===== src/rtl/huff_dist_decode.sv =====
// Serial canonical-Huffman decoder for DEFLATE distance symbols.
// Walks the code space one bit at a time against the builder's per-length counts.
module huff_dist_decode #(
  parameter int unsigned MAX_LEN = 8
) (
  input  logic       clk,
  input  logic       rst,
  input  logic       tree_ready,
  input  logic       bit_in,
  input  logic       bit_valid,
  output logic       bit_ready,
  output logic [3:0] len_out,
  output logic [7:0] code_out,
  input  logic [3:0] dist_count,
  input  logic [3:0] dist_symb,
  output logic [3:0] sym_out,
  output logic       sym_valid,
  input  logic       sym_ready,
  output logic       err
);

  localparam logic [3:0] MaxLen = 4'(MAX_LEN);

  typedef enum logic [2:0] {
    StIdle,
    StBit,
    StCheck,
    StOut,
    StErr
  } state_e;

  state_e      state_q, state_d;
  logic [8:0]  code_q, code_d;
  logic [8:0]  first_q, first_d;
  logic [3:0]  len_q, len_d;
  logic [3:0]  sym_q, sym_d;
  logic [3:0]  len_hold_q, len_hold_d;
  logic [7:0]  code_hold_q, code_hold_d;

  logic [8:0]  count_ext;
  logic [8:0]  code_off;
  logic        match;

  // Candidate lies inside the length-L block [first, first + count).
  assign count_ext = {5'd0, dist_count};
  assign code_off  = code_q - first_q;
  assign match     = (code_q >= first_q) && (code_off < count_ext);

  always_comb begin
    state_d     = state_q;
    code_d      = code_q;
    first_d     = first_q;
    len_d       = len_q;
    sym_d       = sym_q;
    len_hold_d  = len_hold_q;
    code_hold_d = code_hold_q;

    unique case (state_q)
      StIdle: begin
        code_d  = '0;
        first_d = '0;
        len_d   = '0;
        sym_d   = '0;
        if (tree_ready) begin
          state_d = StBit;
        end
      end

      StBit: begin
        if (bit_valid) begin
          code_d  = {code_q[7:0], bit_in};
          len_d   = len_q + 4'd1;
          state_d = StCheck;
        end
      end

      StCheck: begin
        len_hold_d  = len_q;
        code_hold_d = code_q[7:0];
        if (match) begin
          sym_d   = dist_symb;
          state_d = StOut;
        end else if (len_q == MaxLen) begin
          state_d = StErr;
        end else begin
          // Canonical rule: next length starts at (first + count) * 2.
          first_d = (first_q + count_ext) << 1;
          state_d = StBit;
        end
      end

      StOut: begin
        if (sym_ready) begin
          code_d  = '0;
          first_d = '0;
          len_d   = '0;
          state_d = StBit;
        end
      end

      StErr: begin
        state_d = StErr;
      end

      default: begin
        state_d = StIdle;
      end
    endcase
  end

  always_ff @(posedge clk or posedge rst) begin
    if (rst) begin
      state_q     <= StIdle;
      code_q      <= '0;
      first_q     <= '0;
      len_q       <= '0;
      sym_q       <= '0;
      len_hold_q  <= '0;
      code_hold_q <= '0;
    end else begin
      state_q     <= state_d;
      code_q      <= code_d;
      first_q     <= first_d;
      len_q       <= len_d;
      sym_q       <= sym_d;
      len_hold_q  <= len_hold_d;
      code_hold_q <= code_hold_d;
    end
  end

  // Lookup address is live during CHECK and frozen at its last value otherwise.
  assign len_out   = (state_q == StCheck) ? len_q : len_hold_q;
  assign code_out  = (state_q == StCheck) ? code_q[7:0] : code_hold_q;
  assign bit_ready = (state_q == StBit);
  assign sym_valid = (state_q == StOut);
  assign sym_out   = sym_q;
  assign err       = (state_q == StErr);

endmodule


===== config.mk =====
export PLATFORM = sky130hd
export DESIGN_NAME = huff_dist_decode
export DESIGN_NICKNAME = d
export VERILOG_FILES = /design/src/rtl/huff_dist_decode.sv
export SDC_FILE = /design/constraint.sdc
export NUM_CORES = 1
export LEC_CHECK = 0
export ABC_AREA = 1
export CAP_MARGIN = 20
export CELL_PAD_IN_SITES_DETAIL_PLACEMENT = 0
export CELL_PAD_IN_SITES_GLOBAL_PLACEMENT = 1
export CORE_MARGIN = 1.5
export CORE_UTILIZATION = 44
export DETAILED_ROUTE_END_ITERATION = 16
export GPL_TIMING_DRIVEN = 0
export PLACE_DENSITY_LB_ADDON = 0.1
export SLEW_MARGIN = 20
export SYNTH_ARGS = -nofsm -noshare
export SYNTH_HDL_FRONTEND = slang
export SYNTH_SLANG_ARGS = --single-unit

===== constraint.sdc =====
create_clock -name clk -period 3.4 [get_ports clk]
set_input_delay 0.51 -clock clk [delete_from_list [all_inputs] [get_ports clk]]
set_output_delay 0.51 -clock clk [all_outputs]
set_load 0.01 [all_outputs]

==> summary.txt <==
Floorplanning
  • Chip Height: roughly 77 um
  • Core box area: 5200 sq um
  • Row Count: 26
  • Die area: roughly 5900 sq um
  • Starting Density: 46.3%
  • Die Wd: about 77 um
  • I/O pins: 33

Hold path
  • Hold Path Origin: len_hold_q[1]$_DFF_PP0_
  • Worst min path class: reg -> reg

Setup path
  • Worst-path fanout max: 10
  • Crit. End Element: primary output
  • R2r worst-path depth: 14
  • Worst r2r dst: first_q[5]$_DFFE_PP0P_
  • Worst Setup EP: code_out[2]
  • R2r setup slk: roughly 0.89 ns
  • Setup CP Type: reg -> out
  • CP arrival: 2.26 ns
  • RR Startpoint: code_q[1]$_DFFE_PP0P_
  • Critical Path Start Type: flop
  • Worst endpoint required time: about 2.9 ns
  • Crit path from: state_q[2]$_DFFE_PP0P_

STA
  • Worst Max-Slew Pin Slew: a little under 0.5 ns
  • RSZ-0062 raised after global routing: no
  • Final setup violating endpoints: 0
  • Worst Skew: ~0.0044 ns
  • Final worst-path cycle share: 81.4%
  • Period minus WS final: about 2.8 ns
  • Relative max-transition margin: between 60% and 70%
  • Count of pins over their slew limit: 0
  • Final Hold Fails: 0
  • Highest clock rate: around 0.36 GHz
  • Final setup TNS: 0 ns
  • Fin Hold WS: just under 0.5 ns

Synthesis
  • Cell count after synthesis: 305
  • Synth Register Bits: 40
  • Register area share after synthesis: 41.5%
  • Simple-gate share of the synthesized area: 27.9%
  • YS warnings: 0
  • Proportion of synthesized area in mux cells: 0%
  • Mapped Nets: ~340
  • Compound-Gate Fraction of Synth Area: 10.8%
  • Mean Syn Cell Area: 7.91 sq um
  • Xor-xnor portion of the synthesized cell area: less than 1%
  • Mapped Area: roughly 2400 sq um
  • Main combinational cell family by area after synthesis: simple AND/OR/NAND/NOR gates
  • Netlist cell types: 29
  • Adder-cell share of the synthesized area: between 9 and 10%

Global route
  • Tot GR Track Use: about a fifth
  • Vias in the first global route: a little under 2000
  • Initial antenna violation count: 0
  • Largest net degree at the start of global routing: 25
  • First-pass GRT wire length: 9160 um
  • Grt ovf: 0

Drt
  • DR vias: roughly 2000
  • DRT antenna net count: 0
  • # DRC: 0
  • DR pass1 iterations: 4
  • First DRT Iteration DRCs: 81
  • Routed WL per cell: about 13 um
  • Final wirelength: 5290 um
  • Vias/cell: about 5

Finish
  • Non-filler cells, final: approximately 420
  • Filler cells: 519
  • Area growth syn-to-layout: 21.4%
  • Nets: between 300 and 400
  • Commonest non-fill, non-tap cell in the layout: nand2_1
  • Layout Utilization: 56.3%
  • # diodes: 0
  • Multi-input gate area: ~1200 sq um
  • Most frequent cells in the layout: nand2_1 (75), inv_1 (48), dfrtp_1 (40)
  • Layout cells sized above 1: under 10%
  • Storage cell area: 1000 sq um

Status
  • Outcome: finished, final reports clean

Clocking
  • TritonCTS Buffers: 5
  • CTS root buf: clkbuf_8
  • Cts repair resizes: 0
  • Hold Buf Count CTS: 0
  • Clk slew on worst S/H paths: about 0.08 ns
  • TritonCTS clock tree: done
  • Post-CTS Setup Repair Bufs: 0
  • CTS Buffer Depth: 2
  • Htree depth: 2
  • Clock Sink Count: 40
  • Worst-Skew Late Latency: around 0.29 ns

Pwr
  • Cell Pwr Density: between 1000 and 1500 nW/um^2
  • Tot Pwr: between 2 and 3 mW
  • Max rail drop VDD: around 0.00046 V
  • Pleak: around 1.5 nW

Placement
  • Post-DP HPWL: 4040 um
  • PortBufs: 32
  • Cell total after placement: 408
  • Final GP Congestion: ~0.80

Flow run
  • # Max-Cap Violations: 0
## worst min path at each step
stage	to	slack (ns)	cells past startpoint
finish	len_hold_q[1]$_DFF_PP0_	0.50	2
global route	len_hold_q[1]$_DFF_PP0_	0.52	2
CTS	code_hold_q[1]$_DFF_PP0_	0.50	2
detailed placement	code_hold_q[1]$_DFF_PP0_	0.48	2
global placement	first_q[8]$_DFFE_PP0P_	0.48	2
floorplan	code_q[8]$_DFFE_PP0P_	0.46	2
## flip-flops by register name, indices dropped and copies added, names as in the netlist
register     cells
state_q          3
code_q           9
first_q          8
sym_out          4
len_q            4
len_hold_q       4
code_hold_q      8
## per-stage QoR
| step | cell area, sq um | setup WS, ns |
|---|---|---|
| global route | 2930 | 0.523 |
| finish | 2930 | 0.633 |
| floorplan | 2410 | 1.14 |
| detailed placement | 2850 | 0.888 |
| CTS | 2930 | 0.615 |
| global placement | 2820 | 0.871 |
## Yosys cell counts
cell type / instances / area [sq um]
a21o_1: 1 / 7.51
a21oi_1: 7 / 35.0
a31oi_1: 1 / 6.26
buf_6: 2 / 22.5
clkbuf_1: 3 / 11.3
dfrtp_1: 40 / 1000
fa_1: 2 / 40.0
ha_1: 16 / 200
inv_1: 49 / 184
inv_2: 3 / 11.3
nand2_1: 75 / 282
nand2_2: 6 / 37.5
nand2_4: 2 / 22.5
nand3_1: 27 / 135
nand3_4: 1 / 17.5
nand3b_1: 3 / 22.5
nand4_1: 5 / 31.3
nor2_1: 14 / 52.6
nor2_2: 4 / 25.0
nor2_4: 3 / 33.8
o211ai_1: 1 / 7.51
o21a_1: 1 / 7.51
o21ai_0: 18 / 90.1
o21ai_1: 8 / 40.0
o21ai_2: 2 / 17.5
o22ai_1: 8 / 50.1
or2_1: 1 / 6.26
or2_2: 1 / 6.26
xnor2_1: 1 / 8.76
## area by class of cell
| cell class | count | area share, % |
|---|---|---|
| timing repair buffer | 33 | 11.9 |
| clock buffer | 5 | 2.35 |
| inverter | 52 | 6.66 |
| sequential | 40 | 34.2 |
| multi-input combinational | 208 | 40.4 |
| tap | 70 | 2.99 |
| buffer | 5 | 1.15 |
| clock inverter | 2 | 0.427 |
## routing by layer
metal | vias up | wire length (um) | GRT usage, %
met5 | - | 0 | 0
met4 | 0 | 38 | 5.82
met3 | 4 | 170 | 3.33
met2 | 30 | 2530 | 31.8
met1 | 967 | 2550 | 26.4
li1 | 1056 | - | -
## cell families (layout without fill, tap and decap cells)
family,Yosys count,after routing
AND/OR/NAND/NOR,142,142
buffers and inverters,57,97
AO/OA/AOI/OAI,47,47
flip-flops,40,40
adder cells (fa/ha/maj),18,18
XOR/XNOR,1,1
## critical path, cell delays in order (launching register included)
cell             delay, ns
dfrtp_1               0.45
nor2_2                0.19
nand2_2               0.15
clkbuf_1              0.27
o21ai_0               0.31
clkdlybuf4s50_1       0.59
## power by group
part / internal, mW / switching [mW] / leakage [nW]
registers: 0.620 / 0.0897 / 0.544
clock network: 0.139 / 0.168 / 0.0400
logic: 0.771 / 1.21 / 0.879
Power figures use the tool's default switching activity.
